$ cat config.mk
export PLATFORM = sky130hd
export DESIGN_NAME = seq_sub
export DESIGN_NICKNAME = d
export VERILOG_FILES = /design/src/rtl/seq_sub.sv
export SDC_FILE = /design/constraint.sdc
export NUM_CORES = 1
export LEC_CHECK = 0
export ABC_CLOCK_PERIOD_IN_PS = 1350
export BUFFER_PORTS_ARGS = -buffer_cell sky130_fd_sc_hd__buf_2
export CORE_UTILIZATION = 30
export CTS_CLUSTER_SIZE = 12
export DETAILED_ROUTE_END_ITERATION = 8
export HOLD_SLACK_MARGIN = 0.05
export PLACE_DENSITY = 0.52
export SYNTH_ARGS = -nofsm -noshare
export SYNTH_HDL_FRONTEND = slang
export SYNTH_SLANG_ARGS = --single-unit
$ cat constraint.sdc
create_clock -name clk -period 1.35 [get_ports clk]
set_input_delay 0.135 -clock clk [delete_from_list [all_inputs] [get_ports clk]]
set_output_delay 0.135 -clock clk [all_outputs]
set_load 0.1 [all_outputs]
$ cat src/rtl/seq_sub.sv
// Digit-serial WIDTH-bit subtractor {bout,diff} = a - b - bin, DIGIT bits per cycle, LSB first.
// Optional macro SEQ_SUB_SAT_EN: unsigned saturation (diff forced to 0 when the final borrow is 1).
module seq_sub #(
  parameter int WIDTH = 8,
  parameter int DIGIT = 1
) (
  input  logic             clk,
  input  logic             rst_n,
  input  logic             start,
  input  logic [WIDTH-1:0] a,
  input  logic [WIDTH-1:0] b,
  input  logic             bin,
  output logic             busy,
  output logic             done,
  output logic [WIDTH-1:0] diff,
  output logic             bout,
  output logic [1:0]       o_dbg_state
);

  localparam int N  = WIDTH / DIGIT;
  localparam int CW = (N > 1) ? $clog2(N) : 1;

  typedef enum logic [1:0] {
    S_IDLE = 2'd0,
    S_RUN  = 2'd1,
    S_DONE = 2'd2
  } state_t;

  state_t           r_state;
  state_t           w_next;
  logic [CW-1:0]    r_cnt;
  logic [WIDTH-1:0] r_a;
  logic [WIDTH-1:0] r_b;
  logic [WIDTH-1:0] r_diff;
  logic             r_borrow;
  logic             r_bout;
  logic             w_accept;
  logic             w_last;
  logic [DIGIT:0]   w_sub;
  logic             w_borrow_next;
  logic [WIDTH-1:0] w_res_next;

  // Handshake: start is a request that is honoured only outside RUN; done is a
  // one-cycle valid strobe, and diff/bout stay valid until the next done.
  assign w_accept      = start && (r_state != S_RUN);
  assign w_last        = (r_cnt == CW'(N - 1));
  assign w_sub         = {1'b0, r_a[DIGIT-1:0]} - {1'b0, r_b[DIGIT-1:0]}
                       - {{DIGIT{1'b0}}, r_borrow};
  assign w_borrow_next = w_sub[DIGIT];

  // The minuend register doubles as the result shift register: each consumed
  // digit frees the top slot that receives the freshly computed difference.
  generate
    if (DIGIT == WIDTH) begin : g_single
      assign w_res_next = w_sub[DIGIT-1:0];
    end else begin : g_multi
      assign w_res_next = {w_sub[DIGIT-1:0], r_a[WIDTH-1:DIGIT]};
    end
  endgenerate

  always_ff @(posedge clk or negedge rst_n) begin
    if (!rst_n) r_state <= S_IDLE;
    else        r_state <= w_next;
  end

  always_comb begin
    w_next = r_state;
    case (r_state)
      S_IDLE:  if (start) w_next = S_RUN;
      S_RUN:   if (w_last) w_next = S_DONE;
      S_DONE:  w_next = start ? S_RUN : S_IDLE;
      default: w_next = S_IDLE;
    endcase
  end

  always_ff @(posedge clk or negedge rst_n) begin
    if (!rst_n) begin
      r_a      <= '0;
      r_b      <= '0;
      r_borrow <= 1'b0;
      r_cnt    <= '0;
      r_diff   <= '0;
      r_bout   <= 1'b0;
    end else if (w_accept) begin
      r_a      <= a;
      r_b      <= b;
      r_borrow <= bin;
      r_cnt    <= '0;
    end else if (r_state == S_RUN) begin
      r_a      <= w_res_next;
      r_b      <= r_b >> DIGIT;
      r_borrow <= w_borrow_next;
      if (!w_last) begin
        r_cnt <= r_cnt + CW'(1);
      end else begin
`ifdef SEQ_SUB_SAT_EN
        r_diff <= w_borrow_next ? '0 : w_res_next;
`else
        r_diff <= w_res_next;
`endif
        r_bout <= w_borrow_next;
      end
    end
  end

  assign busy        = (r_state == S_RUN);
  assign done        = (r_state == S_DONE);
  assign diff        = r_diff;
  assign bout        = r_bout;
  assign o_dbg_state = r_state;

endmodule
Yosys cells after proc, flatten, opt, wreduce, memory -nomap -nowiden
Index checks and enable logic that the tools add are counted.
{"block": "op_classes", "eq_ne": 7, "reduce_logical": 6, "addsub": 3, "bitwise_logic": 1, "mux": 13}
{"op": "two-way mux 8 bit", "count": 4}
{"op": "two-way mux 3 bit", "count": 3}
{"op": "one-hot mux 2 bit (3 select lines)", "count": 1}
{"op": "two-way mux 2 bit", "count": 2}
{"op": "!= test 2 x 1 -> 1 bit (second input constant)", "count": 2}
{"op": "!= test 2 bit (second input constant)", "count": 2}
{"op": "AND reduction 2 bit", "count": 2}
{"op": "adder 3 x 1 -> 3 bit (second input constant)", "count": 1}
{"op": "equality test 3 bit (second input constant)", "count": 1}
{"op": "two-way mux 1 bit", "count": 3}
{"op": "AND reduction 3 bit", "count": 1}
{"op": "equality test 2 x 1 -> 1 bit (second input constant)", "count": 1}
{"op": "equality test 2 bit (second input constant)", "count": 1}
{"op": "logical NOT 2 bit", "count": 1}
{"op": "nonzero test 2 bit", "count": 1}
{"op": "subtractor 1 x 1 -> 2 bit", "count": 1}
{"op": "subtractor 2 x 1 -> 2 bit", "count": 1}
{"op": "logical AND 1 bit", "count": 1}
{"op": "inverter 1 bit", "count": 1}
{"block": "word_totals", "in_bits": 20, "reg_bits": 31, "output_inout_bits": 13}

Depth between registers and ports, before layout
Gate-level depths: netlist (run 1).
{"block": "logic_depth", "word_depth": 4, "depth_mapped": 6, "ltp_nobuf": 5}

Least setup slack after synthesis (run 1)
No wires, ideal clock.
{"block": "synth_timing", "kind": "register -> register", "start": "register r_state[0], in the netlist o_dbg_state[0]", "end": "register r_a[7]", "t_required_ps": 1220, "slack_ps": -510, "stages_incl_launch_ff": 6, "arrival_ps": 1730, "period_less_slack_ps": 1860, "path_cell_list": "dfrtp_1 -> nand2b_1 -> buf_6 -> inv_2 -> buf_6 -> a21oi_1"}
{"element": "start, declared", "line_no": "29", "rtl": "state_t r_state;"}
{"element": "start signal, assigned", "line_no": "63", "rtl": "else r_state <= w_next;"}
{"element": "equality test 2 x 1 -> 1 bit"}
{"element": "via busy", "line_no": "13", "rtl": "output logic busy,"}
{"element": "nonzero test 2 bit (no line)"}
{"element": "end signal, assigned", "line_no": "90", "rtl": "r_a <= w_res_next;"}
{"element": "end, declared", "line_no": "32", "rtl": "logic [WIDTH-1:0] r_a;"}
The timed path passes the listed nets, and every way through them passes these cells.
A chain may end at the register's enable or synchronous reset.

Worst setup path after layout (run 1)
{"block": "layout_timing", "start": "register r_cnt[1]", "end": "register r_diff[4], in the netlist diff[4]"}
{"block": "layout_via", "elab_chain_len": 2}
{"element": "start, declared", "line_no": "31", "rtl": "logic [CW-1:0] r_cnt;"}
{"element": "start signal, assigned", "line_no": "94", "rtl": "r_cnt <= r_cnt + CW'(1);"}
{"element": "equality test 3 bit", "line_no": "46", "rtl": "assign w_last = (r_cnt == CW'(N - 1));"}
{"element": "AND reduction 3 bit (no line)"}
{"element": "end signal, assigned", "line_no": "99", "rtl": "r_diff <= w_res_next;"}
{"element": "end, declared", "line_no": "34", "rtl": "logic [WIDTH-1:0] r_diff;"}
Every way passes these cells.

==> metrics, run 1 <==
via count 1056; CP max stage cell dfrtp_1; # diodes 0; WP data arrival 1.64 ns; multi-input logic area 678 µm²; storage element area 783 µm²; predominant post-synthesis flop cell dfrtp_1; Starting DRT DRC Count 34; port bufs 32; antenna violations before repair 0; clk root buf clkbuf_8; # rows 24; DR WL/cell 14.2 µm; GR Util All Layers 14.0%; FFs w/ async S/R, synth 100%; largest net degree at the start of global routing 32; Final Core Density 45.0%; CP Launch Type register; sequential share of the synthesized area 53.4%; setup slack after layout -0.128 ns; clock skew 0.00674 ns; worst endpoint required time 1.51 ns; DP Wirelength 2140 µm; die area 5130 µm²; Initial Utilization 32.3%; H-tree depth 2; number of cells on the worst hold path 3; crit-path max cell delay 0.41 ns; WS Path Type reg -> reg; CTS sink cnt 31; clk buf depth 2; Worst-Skew Late Latency 0.28 ns; violated checks setup timing; Design Area, Final 2030 µm²; number of routed nets with antenna violations 0; Die Span X 71.6 µm; fmax 677 MHz; fillers 441; worst slew pin tran 0.490 ns; Slew headroom 67.6%; status finished, violations left; minimum clock period 1.48 ns; cell area after synthesis 1450 µm²; drt first pass iters 4; Post-Syn Area per Cell 12.1 µm²; Setup crit end kind register; number of global-route vias before repair 1164; max_cap viols 0; Syn. warnings 0; period utilization 109%; vias per cell 4.74; die height 71.6 µm; global-route wire length before repair 5420 µm; Final setup viols 10; Mapped Cells 120; Final #Nets 195; Clk pin slew, worst setup/hold paths 0.06 ns; final wirelength 3170 µm; syn_nets 144; GP Congestion 0.754; Core Box Area 4500 µm²; total grt overflow 0; Layout area overhead 39.5%; endpoints failing hold 0; crit path cell chain ha_4 -> ha_4 -> nand3b_1 -> buf_6 -> mux2_4; Crit Path Max Fanout 6; Hold Path Class in -> reg; Inserted Clock Buffers 5; Pins Over Slew Limit 0; Worst path most repeated cell ha_4; TritonCTS clock tree built; Post-route DRC 0; Worst Reg-to-Reg Cells 5; fraction of layout cells with a size suffix above 1 49.1%; unrepaired setup endpoints after global routing yes; Post-synth EDFFs 0; Yosys cell types 24; post-synthesis register bit count 31; Top-Level Pins 33; placed inst area 1820 µm²
==> worst paths after layout <==
kind / startpoint / end / slack, ns
worst min-delay path: b[7] / r_b[7] / 0.12
worst max-delay path: r_cnt[1] / diff[4] / -0.13
max in group asynchronous: rst_n / o_dbg_state[1] / 0.63
min in group asynchronous: rst_n / o_dbg_state[0] / 0.40
worst min register to register: r_b[4] / r_b[3] / 0.48
worst max register to register: r_cnt[1] / diff[4] / -0.13
==> stage by stage <==
stage / instances / TNS (ns) / setup slack, ns / hold WS, ns
floorplan: 120 / -0.850 / -0.0806 / -0.161
global placement: 209 / -0.831 / -0.118 / 0.179
detailed placement: 209 / -1.19 / -0.144 / 0.178
CTS: 222 / -0.878 / -0.114 / 0.117
global route: 223 / -1.39 / -0.156 / 0.151
finish: 223 / -1.04 / -0.128 / 0.120
==> worst max-delay path, delay by kind of cell (launching register included) <==
| kind | cells | cell delay [ns] |
|---|---|---|
| adders and majority gates | 2 | 0.34 |
| and+or+nand+nor | 1 | 0.14 |
| muxes | 1 | 0.30 |
| DFF | 1 | 0.41 |
| buffers and inverters | 1 | 0.17 |
==> final cells by class <==
class,instances,area share (%)
clock buffers,7,3.76
inverters,4,1.11
multi-input cells,78,33.4
flip-flops and latches,31,38.6
well taps,52,3.21
repair buffers,51,19.9
==> cells in the mapped netlist, drive strengths merged (2+ instances only) <==
cell type  number  area [µm²]
dfrtp          31         776
mux2i          18         180
nand2          16        60.1
o21ai          16        91.3
mux2            8        93.8
buf             7        82.6
inv             4        15.0
ha              3        37.5
nand3           3        15.0
nor2            3        11.3
a31o            2        17.5
==> sequential cells by signal (all words and copies together), names as in the netlist <==
name,cells
diff,8
o_dbg_state,2
r_a,8
r_borrow,1
bout,1
r_b,8
r_cnt,3
==> logic make-up (layout without fill, tap and decap cells) <==
logic type | Yosys count | after routing | share of synthesized area [%]
compound gates | 21 | 21 | 8.78
fa+ha+maj | 4 | 4 | 3.96
buf+inv | 11 | 62 | 6.71
flops | 31 | 31 | 53.4
mux | 26 | 26 | 18.8
simple gates | 27 | 27 | 8.35
==> metal layers <==
metal	global-route usage, %	wire length [µm]
met5	0	0
met4	6.54	65
met3	3.23	132
met2	23.0	1530
met1	17.4	1440
==> timing repair <==
action,CTS,global route
endpoints found under the hold margin,31,0
pin swaps,1,0
hold buffers,1,0
buffers inserted,5,1
gates resized for setup,12,5
endpoints found under the setup margin,11,16
==> cell usage in the layout (no fill, tap or decap), drive strengths merged, types with 2 or more instances in the layout <==
cell	n
inv	4
clkbuf	7
ha	3
o21ai	16
nand3	3
nor2	3
buf	50
mux2i	18
nand2	16
dfrtp	31
mux2	8
a31o	2
Power of run 1 is not shown: default switching activity piles up to over one toggle a cycle in this logic, so the estimate is an artifact.
==> run 2, diff against run 1 <==
--- a/config.mk
+++ b/config.mk
@@ -7,7 +7,9 @@
 export LEC_CHECK = 0
 export ABC_CLOCK_PERIOD_IN_PS = 1350
 export BUFFER_PORTS_ARGS = -buffer_cell sky130_fd_sc_hd__buf_2
+export CAP_MARGIN = 5
 export CORE_UTILIZATION = 30
+export CTS_BUF_LIST = sky130_fd_sc_hd__clkbuf_2
 export CTS_CLUSTER_SIZE = 12
 export DETAILED_ROUTE_END_ITERATION = 8
 export HOLD_SLACK_MARGIN = 0.05
==> run 2 against run 1 <==
Effect of this change: final area increased by 4.1%; core utilization is 1.9 points higher; global-route usage barely moved; via count rose by 2.9%; first-iteration DRC count rose by 12%; worst hold slack got worse by 0.054 ns; flip-flop and latch count unchanged; fmax decreased by 0.41%; setup slack got worse by 0.0061 ns; clock-buffer cell count did not move; clock skew rose by 0.0020 ns; final cell count increased by 4.5%; the flow still finishes with violations (setup timing).
==> metrics, run 2 (synthesis gave the netlist of run 1 again) <==
worst hold endpoint r_a[3] (was r_b[7]); most frequent cells in the layout 29 x dfrtp_1, 23 x buf_2, 18 x mux2i_1, 14 x buf_4, 10 x dlygate4sd3_1 (was 29 x dfrtp_1, 29 x buf_2, 18 x mux2i_1, 11 x buf_4); Slew headroom 67.6% (about the same); Core Box Area 4500 µm² (unchanged); clk root buf clkbuf_2 (was clkbuf_8); violated checks setup timing (unchanged); min-delay src a[3] (was b[7]); die area 5130 µm² (unchanged); Die Span X 71.6 µm (unchanged); Final setup viols 13 (was 10); via count 1087 (was 1056); die height 71.6 µm (unchanged); Setup crit end kind register (unchanged); number of global-route vias before repair 1147 (was 1164); commonest non-fill, non-tap cell in the layout dfrtp_1; Post-route DRC 0 (unchanged); total grt overflow 0 (unchanged); minimum clock period 1.48 ns (about the same); global-route wire length before repair 5410 µm (was 5420 µm); Worst VDD drop 1.11 mV; # diodes 0 (unchanged); Reg-to-Reg End diff[4] (unchanged); setup slack after layout -0.134 ns (was -0.128 ns); WP data arrival 1.73 ns (was 1.64 ns); GP Congestion 0.754 (unchanged); period utilization 110% (was 109%); vias per cell 4.67 (was 4.74); Final Core Density 46.9% (was 45.0%); Initial Utilization 32.3% (unchanged); Inserted Clock Buffers 5 (unchanged); r2r setup slk -0.13 ns (about the same); drt first pass iters 3 (was 4); Clk pin slew, worst setup/hold paths 0.14 ns (was 0.06 ns); Pins Over Slew Limit 0 (unchanged); fraction of layout cells with a size suffix above 1 48.6% (was 49.1%); port bufs 32 (unchanged); CTS sink cnt 31 (unchanged); worst slew pin tran 0.490 ns (about the same); GR Util All Layers 13.9% (was 14.0%); clock skew 0.00872 ns (was 0.00674 ns); antenna violations before repair 0 (unchanged); post-layout total power 5.49 mW; WS Path Type reg -> reg (unchanged); fillers 438 (was 441); Layout area overhead 45.3% (was 39.5%); DP Wirelength 2140 µm (unchanged); Top-Level Pins 33 (unchanged); worst reg2reg startpoint r_cnt[1] (unchanged); Worst Reg-to-Reg Cells 5 (unchanged); # rows 24 (unchanged); max_cap viols 0 (unchanged); CP Launch Type register (unchanged); endpoints failing hold 0 (unchanged); H-tree depth 2 (unchanged); fmax 674 MHz (was 677 MHz); Crit Path Max Fanout 6 (unchanged); worst endpoint required time 1.60 ns (was 1.51 ns); Hold Path Class in -> reg (unchanged); unrepaired setup endpoints after global routing yes (unchanged); Final #Nets 205 (was 195); Pleak 1.05 nW; final wirelength 3160 µm (was 3170 µm); number of cells on the worst hold path 3 (unchanged); Worst-Skew Late Latency 0.35 ns (was 0.28 ns); pwr dens 2600 nW/µm²; status finished, violations left (unchanged); TritonCTS clock tree built (unchanged); number of routed nets with antenna violations 0 (unchanged); largest net degree at the start of global routing 32 (unchanged); placed inst area 1820 µm² (unchanged); DR WL/cell 13.6 µm (was 14.2 µm); Design Area, Final 2110 µm² (was 2030 µm²); Hold WS 0.0660 ns (was 0.120 ns); Starting DRT DRC Count 38 (was 34); clk buf depth 2 (unchanged)
## run 2: cell count changes in the layout (fill, tap and decap cells not counted), moves of 3 or more
cell           change
clkbuf_2           +7
buf_2              -6
buf_4              +3
dlygate4sd3_1      +9
clkbuf_4           +4
clkbuf_8           -5
## run 2: metal layers
layer	vias to the layer above	track usage, %	share of wire [%]
li1	538	-	-
met1	516	17.3	45
met2	28	23.0	49
met3	5	4.92	4.6
met4	0	3.92	1.4
met5	-	0	0
## run 2: where the power goes
group / total, mW / switching (mW) / internal (mW)
combinational: 3.36 / 2.07 / 1.29
sequential: 1.71 / 0.348 / 1.36
clock: 0.428 / 0.293 / 0.135
## run 2: timing repair
action,CTS,global route
hold buffers,8,2
resized for setup,14,15
endpoints found under the setup margin,14,31
buffers inserted,5,2
pin swaps,1,0
hold endpoints to repair,38,2
## run 2: how the worst max path moves through the flow
stage                     slack [ns]      end     start
final                          -0.13  diff[4]  r_cnt[1]
after global routing           -0.18  diff[3]  r_cnt[1]
after CTS                      -0.12  diff[4]  r_cnt[1]
after detailed placement       -0.14  diff[4]  r_cnt[0]
after global placement         -0.12  diff[5]  r_cnt[0]
after floorplan                -0.08     bout  r_cnt[1]
## run 2: worst max-delay path: stages (launching register included)
cell and delay, ns:
dfrtp_1 0.44, ha_4 0.19, ha_4 0.15, nand3b_1 0.14, buf_6 0.16, mux2_4 0.30
## run 2: area by class of cell
class	instances	area [µm²]	share of cell area (%)
well taps	52	65.1	3.08
clock buffers	7	35.0	1.66
repair buffers	61	524	24.8
inverters	4	22.5	1.07
flip-flops and latches	31	783	37.1
multi-input cells	78	682	32.3
## run 2: stage by stage
step                      instances  setup slack [ns]  TNS, ns
after global routing            233            -0.179    -1.97
after floorplan                 120           -0.0806   -0.850
after CTS                       229            -0.125    -1.21
after global placement          209            -0.118   -0.831
final                           233            -0.134    -1.30
after detailed placement        209            -0.144    -1.19
Note: power is estimated with default switching activity, not from simulation.
